**src/rtl/uio_arb_pkg.sv**
```systemverilog
// Shared types and sizing helpers for the uio pad-bank arbiter.
package uio_arb_pkg;

  typedef enum logic [1:0] {
    IDLE  = 2'd0,
    GRANT = 2'd1,
    TURN  = 2'd2
  } arb_state_e;

  localparam int PAD_W = 8;

  // Width of an index/counter that must hold values 0..n-1 (never narrower than 1 bit).
  function automatic int idx_w(input int n);
    return (n > 1) ? $clog2(n) : 1;
  endfunction

  function automatic int cnt_w(input int n);
    return (n > 1) ? $clog2(n) : 1;
  endfunction

endpackage

```
**src/rtl/uio_bus_arbiter_rr_pick.sv**
```systemverilog
// Combinational round-robin picker: first set request at or above ptr, wrapping modulo N.
module rr_pick #(
  parameter int N  = 4,
  parameter int IW = 2
) (
  input  logic [N-1:0]  req,
  input  logic [IW-1:0] ptr,
  output logic          found,
  output logic [IW-1:0] idx
);

  logic [2*N-1:0] dbl;
  logic [N-1:0]   rot;
  logic [IW:0]    sum;

  assign dbl = {req, req};
  assign rot = dbl[N-1:0] == '0 ? '0 : N'(dbl >> ptr);

  // rot[j] is requester (ptr+j) mod N, so the lowest set bit wins
  always_comb begin
    found = 1'b0;
    idx   = '0;
    sum   = '0;
    for (int j = 0; j < N; j++) begin
      if (!found && rot[j]) begin
        found = 1'b1;
        sum   = {1'b0, ptr} + (IW+1)'(j);
        if (sum >= (IW+1)'(N)) sum = sum - (IW+1)'(N);
        idx   = sum[IW-1:0];
      end
    end
  end

endmodule

```
**src/rtl/uio_bus_arbiter.sv**
```systemverilog
// Round-robin owner arbitration for the shared 8-bit uio pad bank with forced turnaround.
// Optional owner timeout/preemption is enabled by defining ARB_TIMEOUT_EN.
//
// state | meaning
// IDLE  | no owner, pads released
// GRANT | owner drives uio_out/uio_oe through the lane mux
// TURN  | all pads input for TURN_CYC cycles before the next owner
module uio_bus_arbiter
  import uio_arb_pkg::*;
#(
  parameter int NUM_REQ  = 4,
  parameter int TURN_CYC = 1,
  parameter int MAX_HOLD = 16
) (
  input  logic                     clk,
  input  logic                     rst,
  input  logic [NUM_REQ-1:0]       req,
  input  logic [NUM_REQ*PAD_W-1:0] req_data,
  input  logic [NUM_REQ*PAD_W-1:0] req_oe,
  output logic [NUM_REQ-1:0]       gnt,
  output logic [PAD_W-1:0]         uio_out,
  output logic [PAD_W-1:0]         uio_oe,
  output logic                     busy,
  output logic                     preempt
);

  localparam int IW = idx_w(NUM_REQ);
  localparam int TW = cnt_w(TURN_CYC);

  arb_state_e      state;
  logic [IW-1:0]   owner;
  logic [IW-1:0]   ptr;
  logic [TW-1:0]   turn_cnt;
  logic            pick_found;
  logic [IW-1:0]   pick_idx;
  logic [IW-1:0]   next_ptr;
  logic [NUM_REQ-1:0] pick_onehot;
  logic [PAD_W-1:0] lane_data [NUM_REQ];
  logic [PAD_W-1:0] lane_oe   [NUM_REQ];

`ifdef ARB_TIMEOUT_EN
  localparam int HW = cnt_w(MAX_HOLD);
  logic [HW-1:0] hold_cnt;
  logic          hold_expired;
  assign hold_expired = (hold_cnt == HW'(MAX_HOLD-1)) && ((req & ~gnt) != '0);
`endif

  for (genvar i = 0; i < NUM_REQ; i++) begin : g_lane
    assign lane_data[i] = req_data[i*PAD_W +: PAD_W];
    assign lane_oe[i]   = req_oe[i*PAD_W +: PAD_W];
  end

  rr_pick #(.N(NUM_REQ), .IW(IW)) u_pick (
    .req   (req),
    .ptr   (ptr),
    .found (pick_found),
    .idx   (pick_idx)
  );

  assign next_ptr    = (owner == IW'(NUM_REQ-1)) ? '0 : owner + 1'b1;
  assign pick_onehot = {{(NUM_REQ-1){1'b0}}, 1'b1} << pick_idx;

  always_ff @(posedge clk or posedge rst) begin
    if (rst) begin
      state    <= IDLE;
      gnt      <= '0;
      owner    <= '0;
      ptr      <= '0;
      turn_cnt <= '0;
      busy     <= 1'b0;
      preempt  <= 1'b0;
`ifdef ARB_TIMEOUT_EN
      hold_cnt <= '0;
`endif
    end else begin
      preempt <= 1'b0;
      case (state)
        IDLE: begin
          if (pick_found) begin
            state <= GRANT;
            owner <= pick_idx;
            gnt   <= pick_onehot;
            busy  <= 1'b1;
`ifdef ARB_TIMEOUT_EN
            hold_cnt <= '0;
`endif
          end
        end

        GRANT: begin
          if (!req[owner]) begin
            state    <= TURN;
            gnt      <= '0;
            ptr      <= next_ptr;
            turn_cnt <= TW'(TURN_CYC-1);
`ifdef ARB_TIMEOUT_EN
          end else if (hold_expired) begin
            // forced release behaves exactly like a voluntary one, plus the pulse
            state    <= TURN;
            gnt      <= '0;
            ptr      <= next_ptr;
            turn_cnt <= TW'(TURN_CYC-1);
            preempt  <= 1'b1;
          end else if (hold_cnt != HW'(MAX_HOLD-1)) begin
            hold_cnt <= hold_cnt + 1'b1;
`endif
          end
        end

        TURN: begin
          if (turn_cnt != '0) begin
            turn_cnt <= turn_cnt - 1'b1;
          end else if (pick_found) begin
            state <= GRANT;
            owner <= pick_idx;
            gnt   <= pick_onehot;
`ifdef ARB_TIMEOUT_EN
            hold_cnt <= '0;
`endif
          end else begin
            state <= IDLE;
            busy  <= 1'b0;
          end
        end

        default: begin
          state <= IDLE;
          gnt   <= '0;
          busy  <= 1'b0;
        end
      endcase
    end
  end

  // Pads follow the registered owner only while granted; reset clears state, so pads release at once.
  always_comb begin
    uio_out = '0;
    uio_oe  = '0;
    if (state == GRANT) begin
      uio_out = lane_data[owner];
      uio_oe  = lane_oe[owner];
    end
  end

endmodule
```
**config.mk**
```make
export PLATFORM = sky130hd
export DESIGN_NAME = uio_bus_arbiter
export DESIGN_NICKNAME = d
export VERILOG_FILES = /design/src/rtl/uio_arb_pkg.sv /design/src/rtl/uio_bus_arbiter_rr_pick.sv /design/src/rtl/uio_bus_arbiter.sv
export SDC_FILE = /design/constraint.sdc
export NUM_CORES = 1
export LEC_CHECK = 0
export ABC_AREA = 1
export BUFFER_PORTS_ARGS = -buffer_cell sky130_fd_sc_hd__buf_2
export CELL_PAD_IN_SITES_DETAIL_PLACEMENT = 1
export CELL_PAD_IN_SITES_GLOBAL_PLACEMENT = 1
export CORE_AREA = 2 2 76 78
export CTS_CLUSTER_SIZE = 8
export DETAILED_ROUTE_END_ITERATION = 10
export DIE_AREA = 0 0 78 80
export MAX_ROUTING_LAYER = met4
export PLACE_DENSITY = 0.83
export SLEW_MARGIN = 40
export SYNTH_ARGS = -nofsm -noshare
export SYNTH_HDL_FRONTEND = slang
export SYNTH_SLANG_ARGS = --single-unit
```
**constraint.sdc**
```tcl
create_clock -name clk -period 1.9 [get_ports clk]
set_input_delay 0.38 -clock clk [delete_from_list [all_inputs] [get_ports clk]]
set_output_delay 0.38 -clock clk [all_outputs]
set_load 0.01 [all_outputs]
```
==> flow_summary.json, run 1 <==
{
  "outcome": "complete, no violations",
  "synth_top_family_by_area": "simple AND/OR/NAND/NOR gates",
  "rsz0062_at_grt": "no",
  "hold_viol": 0,
  "synth_compound_area_frac": 0.232,
  "post-route-cell-area_sq_um": 1980,
  "hold_buffers": 0,
  "max-clock-path-buffers": 2,
  "core_area_sq_um": 5410,
  "ys_top_cells_by_count": "nor2_1 (70), nand2_1 (41), o21ai_0 (35)",
  "diodes": 0,
  "portBuffers": 90,
  "placed_cell_area_sq_um": 1900,
  "fill_cells": 788,
  "rrSetupSlack_ns": 0.24,
  "ys_ff_latch": 11,
  "die-area_sq_um": 6240,
  "synth_edf_count": 0,
  "antenna_left": 0,
  "tns_ns": 0,
  "fmax_mhz": 563,
  "final_max_slew_viol_count": 0,
  "boundaryPins": 92,
  "worstPathMaxFanout": 30,
  "vias_per_cell": 4.66,
  "power_leakage_uw": 0.00109,
  "yosysWarnings": 0,
  "async_flop_share": 1.00,
  "vias": 1901,
  "grt_pass1_vias": 1956,
  "synthTopCellsByArea": "dfrtp_1 (20%), nor2_1 (19%), o21ai_0 (13%)",
  "startpoint_type": "flip-flop",
  "dp.final_hpwl_um": 4250,
  "rows": 27,
  "synthCells": 246,
  "syn_nets": 317,
  "whs_ns": 0.123,
  "worstSetupEndpointType": "output pin",
  "netlist_area_sq_um": 1370,
  "die_height_um": 80,
  "yosys.area_share.simple": 0.455,
  "synth_xor_area_frac": 0.00639,
  "synth-seq-area-share": 0.201,
  "drt_iter0_drc": 53,
  "worstReg2RegStart": "ptr[0]",
  "clkTransAtPathRegs_ns": 0.05,
  "r2r-end": "gnt[0]",
  "arrival_ns": 1.40,
  "period_needed_ns": 1.78,
  "gr-usage-all-layers": 0.166,
  "r2r_cells": 11,
  "synth.most_common_cell": "nor2_1",
  "synth_fa_ha_area_frac": 0.00912,
  "ys_types": 26,
  "drive_gt1_frac": 0.381,
  "start_util": 0.254,
  "setup_viol": 0,
  "synth.area.mux_share": 0,
  "yosys.area.top_type_share": 0.201,
  "first_pass_iters": 4,
  "min_path_type": "in -> async",
  "cts_tree": "done",
  "syn_avg_cell_area_sq_um": 5.57,
  "crit_type": "reg -> out",
  "gp_congestion": 0.838,
  "finalWirelength_um": 4960,
  "ir_drop_mv": 0.640,
  "htree_levels": 1,
  "wl_per_cell_um": 12.2,
  "fp.dieW_um": 78,
  "final_nets": 408,
  "finClkSkew_ns": 0.00352,
  "grt_antenna_before_repair": 0,
  "drc": 0,
  "area_growth_pct": 44.5,
  "grt_remaining_overflow": 0,
  "critPathRequiredTime_ns": 1.52,
  "cts-root-buf": "clkbuf_8",
  "synth_top_cell_by_area": "dfrtp_1",
  "clock_latency_ns": 0.24,
  "grt_max_degree": 31,
  "synth_ff_type": "dfrtp_1",
  "cts_sinks": 11,
  "cts_made_buffers": 3,
  "drv_cap": 0,
  "grt_pass1_wl_um": 8220,
  "period_share": 0.935,
  "p_per_area_nw_per_um2": 1540
}
-- state kept, by name, summed over array words and instances (netlist names) --
signal	cells
gnt	4
state	2
busy	1
ptr	2
owner	2
-- final cells by class --
type | instances | area, sq um | share of cell area
clock buffer | 4 | 45.0 | 0.0227
inverter | 15 | 56.3 | 0.0284
multi-input combinational | 206 | 967 | 0.488
sequential | 11 | 278 | 0.140
tap | 72 | 90.1 | 0.0455
timing repair buffer | 100 | 546 | 0.275
-- layout by cell type, fill, tap and decap left out, types with 3 or more instances in the layout --
| cell | count |
|---|---|
| dfrtp_1 | 9 |
| o21ai_1 | 4 |
| buf_2 | 90 |
| nand2_2 | 6 |
| nand2_1 | 41 |
| o21ai_0 | 35 |
| buf_4 | 7 |
| nor2_1 | 70 |
| clkbuf_8 | 3 |
| a21oi_1 | 20 |
| nand3_1 | 11 |
| inv_2 | 5 |
| nor2_2 | 3 |
| nand3_2 | 5 |
| inv_1 | 10 |
-- how the worst max path moves through the flow --
stage                     startpoint    endpoint  slack [ns]  cells after the start
after detailed placement    owner[1]   uio_oe[6]        0.08                      5
after floorplan             owner[0]   uio_oe[1]        0.29                      6
after global placement      owner[1]  uio_out[1]        0.14                      5
after CTS                   owner[1]   uio_oe[6]        0.01                      5
final                       owner[0]   uio_oe[4]        0.12                      5
after global routing        owner[1]  uio_out[7]        0.02                      5
-- where the power goes --
| part | switching [uW] | total, uW | internal [uW] |
|---|---|---|---|
| registers | 103 | 443 | 340 |
| clock network | 90.2 | 238 | 148 |
| logic | 1450 | 2360 | 917 |
| total | 1640 | 3040 | 1400 |
-- what timing repair did --
action,in CTS,in global routing
gates resized for setup,1,5
hold endpoints to repair,0,0
setup endpoints to repair,16,16
pin swaps,0,0
buffers inserted,0,3
-- through the flow --
| step | worst slack (ns) | util | cells | power (uW) |
|---|---|---|---|---|
| 4_1_cts | 0.0139 | 0.361 | 405 | 3030 |
| 3_3_place_gp | 0.135 | 0.352 | 401 | 2700 |
| 2_1_floorplan | 0.286 | - | 246 | 2050 |
| 5_1_grt | 0.0204 | 0.367 | 408 | 3410 |
| 3_5_place_dp | 0.0823 | 0.352 | 401 | 2780 |
| 6_report | 0.124 | 0.367 | 408 | 3040 |
-- critical path, cell delays in order, from the launching register on --
cell     delay (ns)
dfrtp_2        0.44
inv_2          0.11
buf_12         0.16
o21ai_0        0.12
a21oi_1        0.15
buf_2          0.15
-- kinds of logic (layout without fill, tap and decap cells) --
| logic type | count (synthesis) | count (layout) |
|---|---|---|
| other | 1 | 1 |
| AND/OR/NAND/NOR | 141 | 141 |
| buffers and inverters | 29 | 119 |
| XOR/XNOR | 1 | 1 |
| adder cells (fa/ha/maj) | 1 | 1 |
| flip-flops | 11 | 11 |
| AO/OA/AOI/OAI | 62 | 62 |
-- metal layers --
layer	share of wire	wire [um]	global-route usage	up-vias
met2	0.52	2590	0.322	61
met5	0	0	-	-
met4	0.0097	48	0.0404	0
met3	0.047	231	0.0170	4
li1	-	-	-	976
met1	0.42	2090	0.181	860
Note: power is estimated with default switching activity, not from simulation.
==> inputs of run 2 (changes only) <==
CELL_PAD_IN_SITES_DETAIL_PLACEMENT = not set   (was 1)
CELL_PAD_IN_SITES_GLOBAL_PLACEMENT = not set   (was 1)
CORE_AREA = 2 2 61 63   (was 2 2 76 78)
CTS_CLUSTER_SIZE = 14   (was 8)
DIE_AREA = 0 0 63 65   (was 0 0 78 80)
PLACE_DENSITY = 0.81   (was 0.83)
==> run 2 against run 1 <==
Largest power group unchanged. Largest cell class unchanged. Critical path type unchanged. Hold slack worse by 0.025 ns. Total power down 1.8%. Core utilization up 19 points. Die area down 34%. Maximum frequency down 1.6%. Clock power down 36%. Routed wire length down 14%. Critical path depth unchanged. Global-route usage up 4.4 points. Sequential power up 3%. Critical endpoint is now uio_out[7].
==> flow_summary.json, run 2 (synthesis results as in run 1) <==
{
  "outcome": "complete, no violations",
  "grt_max_degree": 34,
  "max-clock-path-buffers": 2,
  "hold_buffers": 0,
  "fp.dieW_um": 63,
  "clock_latency_ns": 0.26,
  "critPathRequiredTime_ns": 1.52,
  "vias_per_cell": 4.95,
  "first_pass_iters": 4,
  "final_max_slew_viol_count": 0,
  "cts_tree": "done",
  "htree_levels": 1,
  "die-area_sq_um": 4100,
  "finalWirelength_um": 4240,
  "post-route-cell-area_sq_um": 1960,
  "placed_cell_area_sq_um": 1850,
  "period_needed_ns": 1.81,
  "grt_pass1_vias": 1684,
  "worstSetupEndpointType": "output pin",
  "setup_viol": 0,
  "r2r-end": "gnt[2]",
  "portBuffers": 90,
  "cts_made_buffers": 3,
  "cts-root-buf": "clkbuf_4",
  "clkTransAtPathRegs_ns": 0.07,
  "whs_ns": 0.0980,
  "rows": 22,
  "ir_drop_mv": 0.593,
  "fmax_mhz": 554,
  "drc": 0,
  "p_per_area_nw_per_um2": 1530,
  "gr-usage-all-layers": 0.210,
  "vias": 1900,
  "wl_per_cell_um": 11.1,
  "largest_register_ffs": 4,
  "worstPathMaxFanout": 33,
  "drt_iter0_drc": 55,
  "finClkSkew_ns": 0.00439,
  "mostFrequentLayoutCells": "buf_2 (90), nor2_1 (69), nand2_1 (41)",
  "drv_cap": 0,
  "arrival_ns": 1.43,
  "boundaryPins": 92,
  "diodes": 0,
  "cts_sinks": 11,
  "crit_type": "reg -> out",
  "r2r_cells": 8,
  "final_nets": 408,
  "die_height_um": 65,
  "dp.final_hpwl_um": 3290,
  "gp_congestion": 0.876,
  "grt_pass1_wl_um": 6930,
  "min_path_type": "in -> async",
  "grt_antenna_before_repair": 0,
  "antenna_left": 0,
  "drive_gt1_frac": 0.378,
  "rsz0062_at_grt": "yes",
  "final_common_cell": "buf_2",
  "start_util": 0.392,
  "fill_cells": 363,
  "grt_remaining_overflow": 0,
  "power_leakage_uw": 0.00109,
  "core_area_sq_um": 3500,
  "rrSetupSlack_ns": 0.23,
  "startpoint_type": "flip-flop",
  "regMostFlops": "gnt",
  "period_share": 0.950,
  "worstReg2RegStart": "ptr[1]",
  "hold_viol": 0,
  "area_growth_pct": 42.7
}
[run 2: per-layer routing]
metal  routed length [um]  up-vias  track usage
met2                 2160       65        0.386
met3                  213        2       0.0295
met4                   17        0       0.0417
li1                     -      979            -
met5                    0        -            -
met1                 1850      854        0.244
[run 2: stage by stage]
stage | utilization | power [uW] | TNS (ns) | std cells | setup slack, ns
6_report | 0.560 | 2990 | 0 | 384 | 0.0949
5_1_grt | 0.560 | 3330 | -0.0760 | 384 | -0.0209
4_1_cts | 0.540 | 2840 | 0 | 380 | 0.0242
3_5_place_dp | 0.530 | 2660 | 0 | 376 | 0.202
3_3_place_gp | 0.530 | 2610 | 0 | 376 | 0.251
2_1_floorplan | - | 2050 | 0 | 246 | 0.286
[run 2: layout make-up]
type,count,area [sq um],area share
Multi-Input combinational cell,206,975,0.498
Tap cell,48,60.1,0.0307
Inverter,15,62.6,0.0320
Clock buffer,4,26.3,0.0134
Sequential cell,11,278,0.142
Timing Repair Buffer,100,556,0.284
[run 2: worst max-delay path by stage]
stage / from / endpoint
after global routing: owner[0] / uio_out[7]
after detailed placement: owner[0] / uio_out[7]
after global placement: owner[0] / uio_out[7]
final: owner[0] / uio_out[7]
after floorplan: owner[0] / uio_oe[1]
after CTS: state[1] / uio_out[7]
[run 2: timing repair]
item	CTS	global route
setup endpoints to repair	16	16
resized for setup	3	10
pin swaps	0	1
setup buffers	0	4
gates cloned	0	0
[run 2: where the power goes]
group / internal (uW) / switching [uW]
Combinational: 951 / 1430
Clock: 81.0 / 70.6
Sequential: 339 / 119
[run 2: critical path, cell delays in order (launching register included)]
cell and delay [ns]:
dfrtp_2 0.45, inv_1 0.11, buf_12 0.17, o21ai_0 0.10, a21oi_1 0.17, buf_2 0.15
